--- src/rtl/univ_shift_reg_pkg.sv ---
`default_nettype none
// ============================================================================
// shift_pkg : mode encodings and helpers for the universal shift register
// Rev 1.0
// ============================================================================
package shift_pkg;

  typedef logic [1:0] shift_mode_t;

  localparam shift_mode_t MODE_HOLD = 2'b00;
  localparam shift_mode_t MODE_SHR  = 2'b01;
  localparam shift_mode_t MODE_SHL  = 2'b10;
  localparam shift_mode_t MODE_LOAD = 2'b11;

  // Counter must hold every value 0..width inclusive.
  function automatic int unsigned cnt_width(input int unsigned width);
    return $clog2(width + 1);
  endfunction

  function automatic logic is_shift(input shift_mode_t mode);
    return (mode == MODE_SHR) || (mode == MODE_SHL);
  endfunction

endpackage : shift_pkg
`default_nettype wire

--- src/rtl/univ_shift_reg_fill_ctr.sv ---
`default_nettype none
// ============================================================================
// shift_fill_ctr : saturating count of valid bits since the last clear/load
// Rev 1.0
// ============================================================================
module shift_fill_ctr
  import shift_pkg::*;
#(
  parameter int WIDTH = 8,
  parameter int CNT_W = $clog2(WIDTH + 1)
) (
  input  logic             clk,
  input  logic             rst,
  input  logic             clr,
  input  logic             inc,
  input  logic             load,
  output logic [CNT_W-1:0] cnt,
  output logic             full
);

  localparam logic [CNT_W-1:0] CNT_MAX = CNT_W'(WIDTH);
  localparam logic [CNT_W-1:0] CNT_ONE = CNT_W'(1);

  logic [CNT_W-1:0] cnt_inc;
  logic             at_max;

  assign at_max  = (cnt == CNT_MAX);
  assign cnt_inc = at_max ? CNT_MAX : (cnt + CNT_ONE);

  // full tracks the registered count so both change on the same edge.
  always_ff @(posedge clk or posedge rst) begin
    if (rst) begin
      cnt  <= '0;
      full <= 1'b0;
    end else if (clr) begin
      cnt  <= '0;
      full <= 1'b0;
    end else if (load) begin
      cnt  <= CNT_MAX;
      full <= 1'b1;
    end else if (inc) begin
      cnt  <= cnt_inc;
      full <= (cnt_inc == CNT_MAX);
    end
  end

endmodule : shift_fill_ctr
`default_nettype wire

--- src/rtl/univ_shift_reg.sv ---
`default_nettype none
// ============================================================================
// univ_shift_reg : WIDTH-bit hold / shift-right / shift-left / load register
// Rev 1.0
// ============================================================================
module univ_shift_reg
  import shift_pkg::*;
#(
  parameter int               WIDTH   = 8,
  parameter logic [WIDTH-1:0] RST_VAL = '0
) (
  input  logic                         clk,
  input  logic                         rst,
  input  logic                         en,
  input  logic                         clr,
  input  logic [1:0]                   mode,
  input  logic                         sin_r,
  input  logic                         sin_l,
  input  logic [WIDTH-1:0]             pin,
  output logic [WIDTH-1:0]             q,
  output logic                         sout_r,
  output logic                         sout_l,
  output logic [$clog2(WIDTH+1)-1:0]   cnt,
  output logic                         full
);

  localparam int CNT_W = $clog2(WIDTH + 1);

  logic inc;
  logic load;

  // Gating by en first keeps an unknown mode from reaching the counter.
  assign inc  = en && is_shift(shift_mode_t'(mode));
  assign load = en && (mode == MODE_LOAD);

  always_ff @(posedge clk or posedge rst) begin
    if (rst) begin
      q <= RST_VAL;
    end else if (clr) begin
      q <= RST_VAL;
    end else if (en) begin
      case (mode)
        MODE_SHR:  q <= {sin_r, q[WIDTH-1:1]};
        MODE_SHL:  q <= {q[WIDTH-2:0], sin_l};
        MODE_LOAD: q <= pin;
        default:   q <= q;
      endcase
    end
  end

  assign sout_r = q[0];
  assign sout_l = q[WIDTH-1];

  shift_fill_ctr #(
    .WIDTH (WIDTH),
    .CNT_W (CNT_W)
  ) u_fill_ctr (
    .clk  (clk),
    .rst  (rst),
    .clr  (clr),
    .inc  (inc),
    .load (load),
    .cnt  (cnt),
    .full (full)
  );

endmodule : univ_shift_reg
`default_nettype wire
--- config.mk ---
export PLATFORM = sky130hd
export DESIGN_NAME = univ_shift_reg
export DESIGN_NICKNAME = d
export VERILOG_FILES = /design/src/rtl/univ_shift_reg_pkg.sv /design/src/rtl/univ_shift_reg_fill_ctr.sv /design/src/rtl/univ_shift_reg.sv
export SDC_FILE = /design/constraint.sdc
export NUM_CORES = 1
export LEC_CHECK = 0
export CORE_MARGIN = 8
export CORE_UTILIZATION = 47
export DETAILED_ROUTE_END_ITERATION = 10
export GPL_ROUTABILITY_DRIVEN = 0
export PLACE_DENSITY_LB_ADDON = 0.1
export SYNTH_ARGS = -nofsm -noshare
export SYNTH_HDL_FRONTEND = slang
export SYNTH_SLANG_ARGS = --single-unit
--- constraint.sdc ---
create_clock -name clk -period 2 [get_ports clk]
set_input_delay 0.6 -clock clk [delete_from_list [all_inputs] [get_ports clk]]
set_output_delay 0.6 -clock clk [all_outputs]
set_load 0.02 [all_outputs]
==> results of run 1 <==
==> registers in the layout, summed over array words and instances, names as in the netlist <==
signal and count:
u_fill_ctr.full 1, q 8, u_fill_ctr.cnt 4
==> worst paths after layout <==
kind	start	endpoint	slack [ps]	cells past startpoint
max in group asynchronous	rst	q[1]	1010	2
worst min-delay path	q[5]	q[5]	550	1
min in group asynchronous	rst	u_fill_ctr.cnt[2]	650	2
worst max register to register	u_fill_ctr.cnt[0]	u_fill_ctr.full	540	5
worst max-delay path	u_fill_ctr.cnt[1]	cnt[1]	60	1
worst min register to register	q[5]	q[5]	550	1
==> area by class of cell <==
type	instances	area, um^2
well taps	25	31.28
inverters	5	18.77
flip-flops and latches	13	325.3
multi-input cells	56	489.2
fillers	134	461.7
clock buffers	4	26.28
repair buffers	39	374.1
==> metrics by stage <==
| step | hold WS [ps] | power [W] | setup slack (ps) | TNS (ps) |
|---|---|---|---|---|
| 6_report | 552.5 | 0.0006350 | 58.14 | 0 |
| 5_1_grt | 582.0 | 0.0006750 | -14.83 | -19.89 |
| 4_1_cts | 556.4 | 0.0006369 | 10.46 | 0 |
| 3_5_place_dp | 536.3 | 0.0004713 | -267.4 | -2790 |
| 3_3_place_gp | 518.2 | 0.0004682 | -219.6 | -2410 |
| 2_1_floorplan | 477.0 | 0.0003888 | 250.5 | 0 |
==> layer usage <==
| metal | vias up | track usage [%] | share of wire (%) |
|---|---|---|---|
| li1 | 376 | - | - |
| met1 | 379 | 13.09 | 41 |
| met2 | 15 | 24.25 | 53 |
| met3 | 2 | 4.565 | 5.1 |
| met4 | 0 | 6.143 | 0.87 |
| met5 | - | 0 | 0 |
==> where the power goes <==
group / internal (W) / switching (W) / total [W]
registers: 0.000273 / 0.0000134 / 0.000286
logic: 0.0000961 / 0.0000862 / 0.000182
clock network: 0.0000772 / 0.0000889 / 0.000166
total: 0.000446 / 0.000189 / 0.000635
==> repair_timing <==
item,in CTS,in global routing
pin swaps,0,1
gates resized for setup,1,7
setup endpoints to repair,1,10
==> kinds of logic (layout without fill, tap and decap cells) <==
group / count (synthesis) / count (layout) / synth area share [%]
AND/OR/NAND/NOR: 15 / 15 / 13.49
buffers and inverters: 11 / 48 / 7.037
AO/OA/AOI/OAI: 34 / 34 / 31.97
XOR/XNOR: 2 / 2 / 2.053
flip-flops: 13 / 13 / 38.12
adder cells (fa/ha/maj): 5 / 5 / 7.331
==> Yosys cell counts <==
master,count,area (um^2)
nor4b_4,1,23.77
dfrtp_1,13,325.3
buf_4,2,15.01
and3b_1,1,8.760
a21oi_4,1,16.27
xor2_1,1,8.760
nand3_1,1,5.000
nor3b_1,1,7.510
a22oi_1,1,7.510
inv_1,5,18.77
a22o_1,2,17.52
a21oi_1,11,55.05
a221o_1,1,10.01
a22o_2,8,80.08
buf_2,2,10.01
xnor2_1,1,8.760
and4b_1,1,10.01
o32ai_1,1,8.760
nor2_1,3,11.26
a211oi_1,1,7.510
clkbuf_2,1,5.000
nand2_1,2,7.510
nand2b_1,2,12.51
or3_4,1,11.26
nor2b_1,1,6.260
nand3b_2,1,11.26
o2bb2ai_1,8,70.07
buf_6,1,11.26
ha_1,5,62.56
==> impl_metrics.yaml, run 1 <==
power:
  peakVddDrop_uv: 352.8
  p_leak_nw: 0.5849
  p_per_area_nw_per_um2: 502.0
critical_path:
  slowest_delay_ps: 640
  critical_path.top_delay_family: "buffers and inverters"
  crit_arrival_ps: 1340
  end_kind: "primary output"
  crit_buf_inv: 1
  cp_data_required_time_ps: 1400
  crit_path_max_fanout: 5
  critPathKind: "reg2out"
  cp-start-kind: "flip-flop"
  crit_path_top_delay_cell: "clkdlybuf4s50_1"
  worstPathCellList: "clkdlybuf4s50_1"
yosys:
  syn_inst: 80
  yosysSeqAreaShare_pct: 38.12
  syn_area_per_cell_um2: 10.67
  netlist_area_um2: 853.3
  ys_ff_latch: 13
  yosys_warnings: 0
  synth_fp_nets: 101
  synth.distinct_cells: 29
global_routing:
  grt_usage_pct: 13.26
  grt_pass1_wl_mm: 3.512
  grt_pass1_vias: 801
  antenna_found_initial: 0
  grt_overflow: 0
  grt_max_degree: 14
detailed_routing:
  initialDrtViolationCount: 11
  drc_errors: 0
  ant_nets: 0
  wl_mm: 2.186
  drt_first_pass_iters: 4
  vias_per_cell: 5.437
  wl_per_cell_um: 15.39
  vias: 772
timing:
  worst_pin_slew_ps: 510.7
  post-route-period-util_pct: 97.09
  fmax_mhz: 515.0
  rsz0062_at_grt: "yes"
  drv_slew: 0
  relSlewSlack_pct: 65.92
  skew_ps: 0.5148
  period_needed_ps: 1942
  hold_viol_final: 0
  setup_violations: 0
clocking:
  post-cts-setup-buffers: 0
  cts.sink_count: 13
  cts_max_path_buffers: 2
  htreeDepth: 1
  clk_latency_ps: 270
  path_clk_slew_ps: 80
  numCtsBuffers: 3
  cts_root_buf: "clkbuf_4"
  cts_tree: "built"
  hold_buffers: 0
layout:
  instances_no_fill: 142
  finalInstanceArea_um2: 1265
  antenna_cells: 0
  drive_gt1_share_pct: 23.93
  finalCoreUtilization_pct: 73.26
  num-nets-final: 139
  layout_common_cells: "clkdlybuf4s50_1, dfrtp_1, a21oi_1, buf_4, a22o_2"
  area_growth_pct: 48.24
  final_common_cell: "clkdlybuf4s50_1"
place:
  placed_area_um2: 1211
  io_buffer_count: 30
  hpwlAfterDp_mm: 1.634
  dp.cells: 138
floorplanning:
  initial_utilization_pct: 49.42
  coreArea_um2: 1727
  die-area_um2: 3435
  die_h_um: 58.61
  row_count: 15
  die_w_um: 58.61
  io_pins: 31
job:
  cap_viol_max_count: 0
run_status:
  status: "completed"
min_path:
  hold_class: "reg2reg"
Note: power is estimated with default switching activity, not from simulation.
==> run 2: changes to the inputs <==
Settings changed: CORE_UTILIZATION 47 to 49, CTS_BUF_LIST set to sky130_fd_sc_hd__clkbuf_8, CTS_CLUSTER_DIAMETER set to 40.
==> run 2 against run 1 <==
  * The run now ends with setup timing left
  * Sequential power about the same
  * Utilization is 3.8 points higher
  * Sequential share of layout area shrank 0.72 points
  * Final area increased by 2.9%
  * Worst hold slack got worse by 0.86 ps
  * Critical path depth up 6
  * Maximum frequency down 3.1%
  * Sequential cell count unchanged
  * Combinational power is 7% higher
  * Critical path type is now in2reg
  * Critical endpoint is now q[1]
  * Largest power group unchanged
==> impl_metrics.yaml, run 2 (synthesized netlist as in run 1, its figures left out) <==
global_routing:
  grt_overflow: 0
  grt_usage_pct: 14.14
  grt_max_degree: 14
  antenna_found_initial: 0
  grt_pass1_vias: 830
  grt_pass1_wl_mm: 3.732
layout:
  reg_top3: "q x8, u_fill_ctr.cnt x4, u_fill_ctr.full x1"
  seq_area_um2: 325.3
  area_growth_pct: 52.49
  num-nets-final: 140
  layout_common_cells: "clkdlybuf4s50_1, dfrtp_1, a21oi_1, buf_4, a22o_2"
  final_common_cell: "clkdlybuf4s50_1"
  largest_reg_flops: 8
  antenna_cells: 0
  regMostFlops: "q"
  multi_input_area_um2: 501.7
  drive_gt1_share_pct: 26.27
  n_fill_cell: 113
critical_path:
  critPathKind: "in2reg"
  crit_path_top_delay_cell: "clkdlybuf4s50_1"
  crit_buf_inv: 3
  critical_path.top_delay_family: "buffers and inverters"
  crit_arrival_ps: 2160
  reg2reg_to: "u_fill_ctr.full"
  worstReg2RegStart: "u_fill_ctr.cnt[0]"
  cp_data_required_time_ps: 2160
  worstPathCellList: "clkdlybuf4s50_1 -> inv_1 -> ha_1 -> or3_4 -> a21oi_4 -> buf_12 -> o2bb2ai_2"
  regToRegSetupSlack_ps: 540
  rr_worst_depth: 5
  crit_path_max_fanout: 7
  slowest_delay_ps: 510
  cp-start-kind: "primary input"
  end_kind: "flip-flop"
min_path:
  holdPathEnd: "q[7]"
  worstHoldPathCells: 1
  hold_class: "reg2reg"
  min-delay-start: "q[7]"
timing:
  hold_slack_ps: 551.6
  final.setup.worst_slack_ps: -3.403
  setup_violations: 2
  period_needed_ps: 2003
  fmax_mhz: 499.2
  post-route-period-util_pct: 100.2
  drv_slew: 0
  worst_pin_slew_ps: 487.8
  relSlewSlack_pct: 67.45
  hold_viol_final: 0
  skew_ps: 0.6981
place:
  io_buffer_count: 30
  hpwlAfterDp_mm: 1.711
  place_ws_ps: -283.6
detailed_routing:
  drt_first_pass_iters: 4
  wl_per_cell_um: 17.07
  vias_per_cell: 5.815
  ant_nets: 0
  drc_errors: 0
  vias: 785
  wl_mm: 2.304
  initialDrtViolationCount: 11
job:
  cap_viol_max_count: 0
clocking:
  htreeDepth: 1
  clk_latency_ps: 240
  cts.sink_count: 13
  numCtsBuffers: 3
  cts_tree: "built"
  cts_max_path_buffers: 2
  hold_buffers: 0
  cts_root_buf: "clkbuf_8"
  path_clk_slew_ps: 50
power:
  peakVddDrop_uv: 344.9
  fin_total_pwr_w: 0.0007073
  p_leak_nw: 0.5781
  p_per_area_nw_per_um2: 543.5
floorplanning:
  die_w_um: 57.73
  row_count: 15
  io_pins: 31
  die-area_um2: 3333
  initial_utilization_pct: 50.52
  coreArea_um2: 1689
  die_h_um: 57.73
run_status:
  violations: "setup timing"
  status: "complete, but fails checks"
-- run 2: changes by cell type in the layout (fill, tap and decap cells not counted), moves of 2 or more --
cell             delta
o2bb2ai_2           +2
clkbuf_4            -3
dlymetal6s2s_1      -2
clkdlybuf4s50_1     +2
clkbuf_8            +3
o2bb2ai_1           -2
-- run 2: cell type report --
type | count | share of cell area, %
tap | 17 | 1.635
timing repair buffer | 40 | 29.90
clock inverter | 1 | 0.2885
inverter | 5 | 1.442
sequential | 13 | 25.00
clock buffer | 3 | 3.173
multi-input combinational | 56 | 38.56
-- run 2: worst max-delay path by stage --
| stage | startpoint | endpoint | cells after the start |
|---|---|---|---|
| global route | mode[1] | q[1] | 7 |
| CTS | mode[1] | q[2] | 5 |
| floorplan | mode[0] | q[0] | 6 |
| detailed placement | mode[0] | q[2] | 6 |
| global placement | mode[0] | q[1] | 6 |
| finish | mode[1] | q[1] | 7 |
-- run 2: worst reg2reg max path: cells and delay by family (launching register included) --
family	cells	cell delay [ps]
flip-flops	1	460
adder cells (fa/ha/maj)	1	310
AO/OA/AOI/OAI	1	270
AND/OR/NAND/NOR	2	260
buffers and inverters	1	70
-- run 2: metal layers --
| layer | share of wire [%] | global-route usage, % | up-vias | routed length, um |
|---|---|---|---|---|
| li1 | - | - | 377 | - |
| met1 | 39 | 16.02 | 378 | 899 |
| met2 | 53 | 24.92 | 24 | 1231 |
| met3 | 5.9 | 3.532 | 6 | 135 |
| met4 | 1.6 | 5.245 | 0 | 37 |
| met5 | 0 | 0 | - | 0 |
-- run 2: metrics by stage --
stage	setup TNS [ps]	area [um^2]	util, %	instances
floorplan	0	853.3	-	80
global placement	-2328	1194	70.67	129
detailed placement	-2973	1194	70.67	129
CTS	0	1237	73.26	133
global route	-238.7	1301	77.04	135
finish	-3.789	1301	77.04	135
-- run 2: timing repair --
item,in CTS,in global routing
setup buffers,0,2
pin swaps,1,1
endpoints found under the setup margin,8,8
gates resized for setup,1,7
cloned,0,0
-- run 2: power breakdown --
group	switching [W]	internal, W
logic	0.0000914	0.000103
clock network	0.0000899	0.000135
registers	0.0000139	0.000274
==> run 3: changes to the inputs <==
Settings changed: CELL_PAD_IN_SITES_DETAIL_PLACEMENT set to 1, CELL_PAD_IN_SITES_GLOBAL_PLACEMENT set to 1, CORE_UTILIZATION 49 to 37, CTS_CLUSTER_SIZE set to 8.
==> run 3 against run 2 <==
  * The run now ends clean
  * Register-to-register slack got worse by 20 ps
  * Sequential power about the same
  * Sequential cell count unchanged
  * Highest routed layer unchanged
==> impl_metrics.yaml, run 3 (synthesized netlist as in run 1, its figures left out) <==
run_status:
  status: "completed"
global_routing:
  met2_usage_pct: 22.46
  grt_pass1_vias: 911
  grt_max_degree: 14
  grtUsageMet3_pct: 3.310
  use_met1_pct: 14.64
  grt_usage_pct: 12.88
  antenna_found_initial: 0
  grt_overflow: 0
  top_usage_layer: "met2"
  grt_pass1_wl_mm: 4.360
layout:
  antenna_cells: 0
  drive_gt1_share_pct: 23.93
  n_fill_cell: 249
  final_common_cell: "clkdlybuf4s50_1"
  largest_reg_flops: 8
  regMostFlops: "q"
  finalCoreUtilization_pct: 58.65
  reg_top3: "q x8, u_fill_ctr.cnt x4, u_fill_ctr.full x1"
  area_growth_pct: 50.59
  num-nets-final: 139
  instances_no_fill: 145
  layout_common_cells: "clkdlybuf4s50_1, dfrtp_1, a21oi_1, buf_4, a22o_2"
floorplanning:
  io_pins: 31
  die_w_um: 64.03
  die_h_um: 64.03
  coreArea_um2: 2191
  die-area_um2: 4099
  initial_utilization_pct: 38.95
  row_count: 17
timing:
  period_needed_ps: 1950
  post-route-period-util_pct: 97.51
  relSlewSlack_pct: 67.56
  setup_violations: 0
  worst_pin_slew_ps: 486.0
  skew_ps: 0.6650
  rsz0062_at_grt: "no"
  hold_viol_final: 0
  fmax_mhz: 512.7
  drv_slew: 0
  final.setup.worst_slack_ps: 49.73
clocking:
  clk_latency_ps: 240
  cts.sink_count: 13
  hold_buffers: 0
  cts_max_path_buffers: 2
  cts_root_buf: "clkbuf_8"
  numCtsBuffers: 3
  path_clk_slew_ps: 50
  cts_tree: "built"
  htreeDepth: 1
power:
  fin_total_pwr_w: 0.0006981
  p_leak_nw: 0.5743
  p_per_area_nw_per_um2: 543.3
  peakVddDrop_uv: 389.3
detailed_routing:
  initialDrtViolationCount: 29
  wl_per_cell_um: 16.82
  vias_per_cell: 5.448
  vias: 790
  drt_first_pass_iters: 4
  drc_errors: 0
  ant_nets: 0
  wl_mm: 2.439
critical_path:
  slowest_delay_ps: 650
  crit_arrival_ps: 1350
  crit_buf_inv: 1
  crit_path_max_fanout: 7
  critPathKind: "reg2out"
  cp_data_required_time_ps: 1400
  critical_path.top_delay_family: "buffers and inverters"
  crit_path_top_delay_cell: "clkdlybuf4s50_1"
  cp-start-kind: "flip-flop"
  worstPathCellList: "clkdlybuf4s50_1"
  end_kind: "primary output"
place:
  hpwlAfterDp_mm: 1.933
  dp.cells: 141
  io_buffer_count: 30
  place_ws_ps: -344.8
job:
  cap_viol_max_count: 0
min_path:
  hold_class: "reg2reg"
run 3: cell type report:
| type | count | area (um^2) | share of cell area (%) |
|---|---|---|---|
| multi-input combinational | 56 | 489.2 | 38.07 |
| inverter | 5 | 18.77 | 1.461 |
| timing repair buffer | 39 | 371.6 | 28.92 |
| sequential | 13 | 325.3 | 25.32 |
| tap | 28 | 35.03 | 2.726 |
| clock buffer | 3 | 41.29 | 3.213 |
| clock inverter | 1 | 3.754 | 0.2921 |
run 3: worst paths after layout:
| check | cells past startpoint | endpoint | from | slack (ps) |
|---|---|---|---|---|
| max | 1 | cnt[2] | u_fill_ctr.cnt[2] | 50 |
| min | 1 | q[7] | q[7] | 550 |
| max reg2reg | 5 | u_fill_ctr.full | u_fill_ctr.cnt[0] | 520 |
| min reg2reg | 1 | q[7] | q[7] | 550 |
| max in group asynchronous | 2 | q[6] | rst | 980 |
| min in group asynchronous | 2 | u_fill_ctr.cnt[0] | rst | 690 |
run 3: through the flow:
| stage | area [um^2] | TNS, ps | hold WS, ps |
|---|---|---|---|
| 2_1_floorplan | 853.3 | 0 | 477.0 |
| 3_3_place_gp | 1215 | -2422 | 526.1 |
| 3_5_place_dp | 1215 | -3654 | 529.3 |
| 4_1_cts | 1280 | 0 | 542.4 |
| 5_1_grt | 1285 | 0 | 581.9 |
| 6_report | 1285 | 0 | 545.5 |
run 3: routing by layer:
metal	share of wire [%]	wire length [um]	vias to the layer above
li1	-	-	377
met4	0.78	19	0
met5	0	0	-
met3	5.1	124	2
met2	53	1304	22
met1	41	991	389
run 3: what timing repair did:
item	4_1_cts	5_1_grt
gates resized for setup	5	2
pin swaps	2	1
endpoints found under the hold margin	0	0
endpoints found under the setup margin	9	9
buffers inserted	0	0
run 3: report_power, final:
| group | switching (W) | internal, W | leakage [nW] |
|---|---|---|---|
| Clock | 0.0000894 | 0.000135 | 0.0269 |
| Sequential | 0.0000139 | 0.000274 | 0.179 |
| Combinational | 0.0000892 | 0.0000963 | 0.369 |
| Total | 0.000193 | 0.000506 | 0.574 |
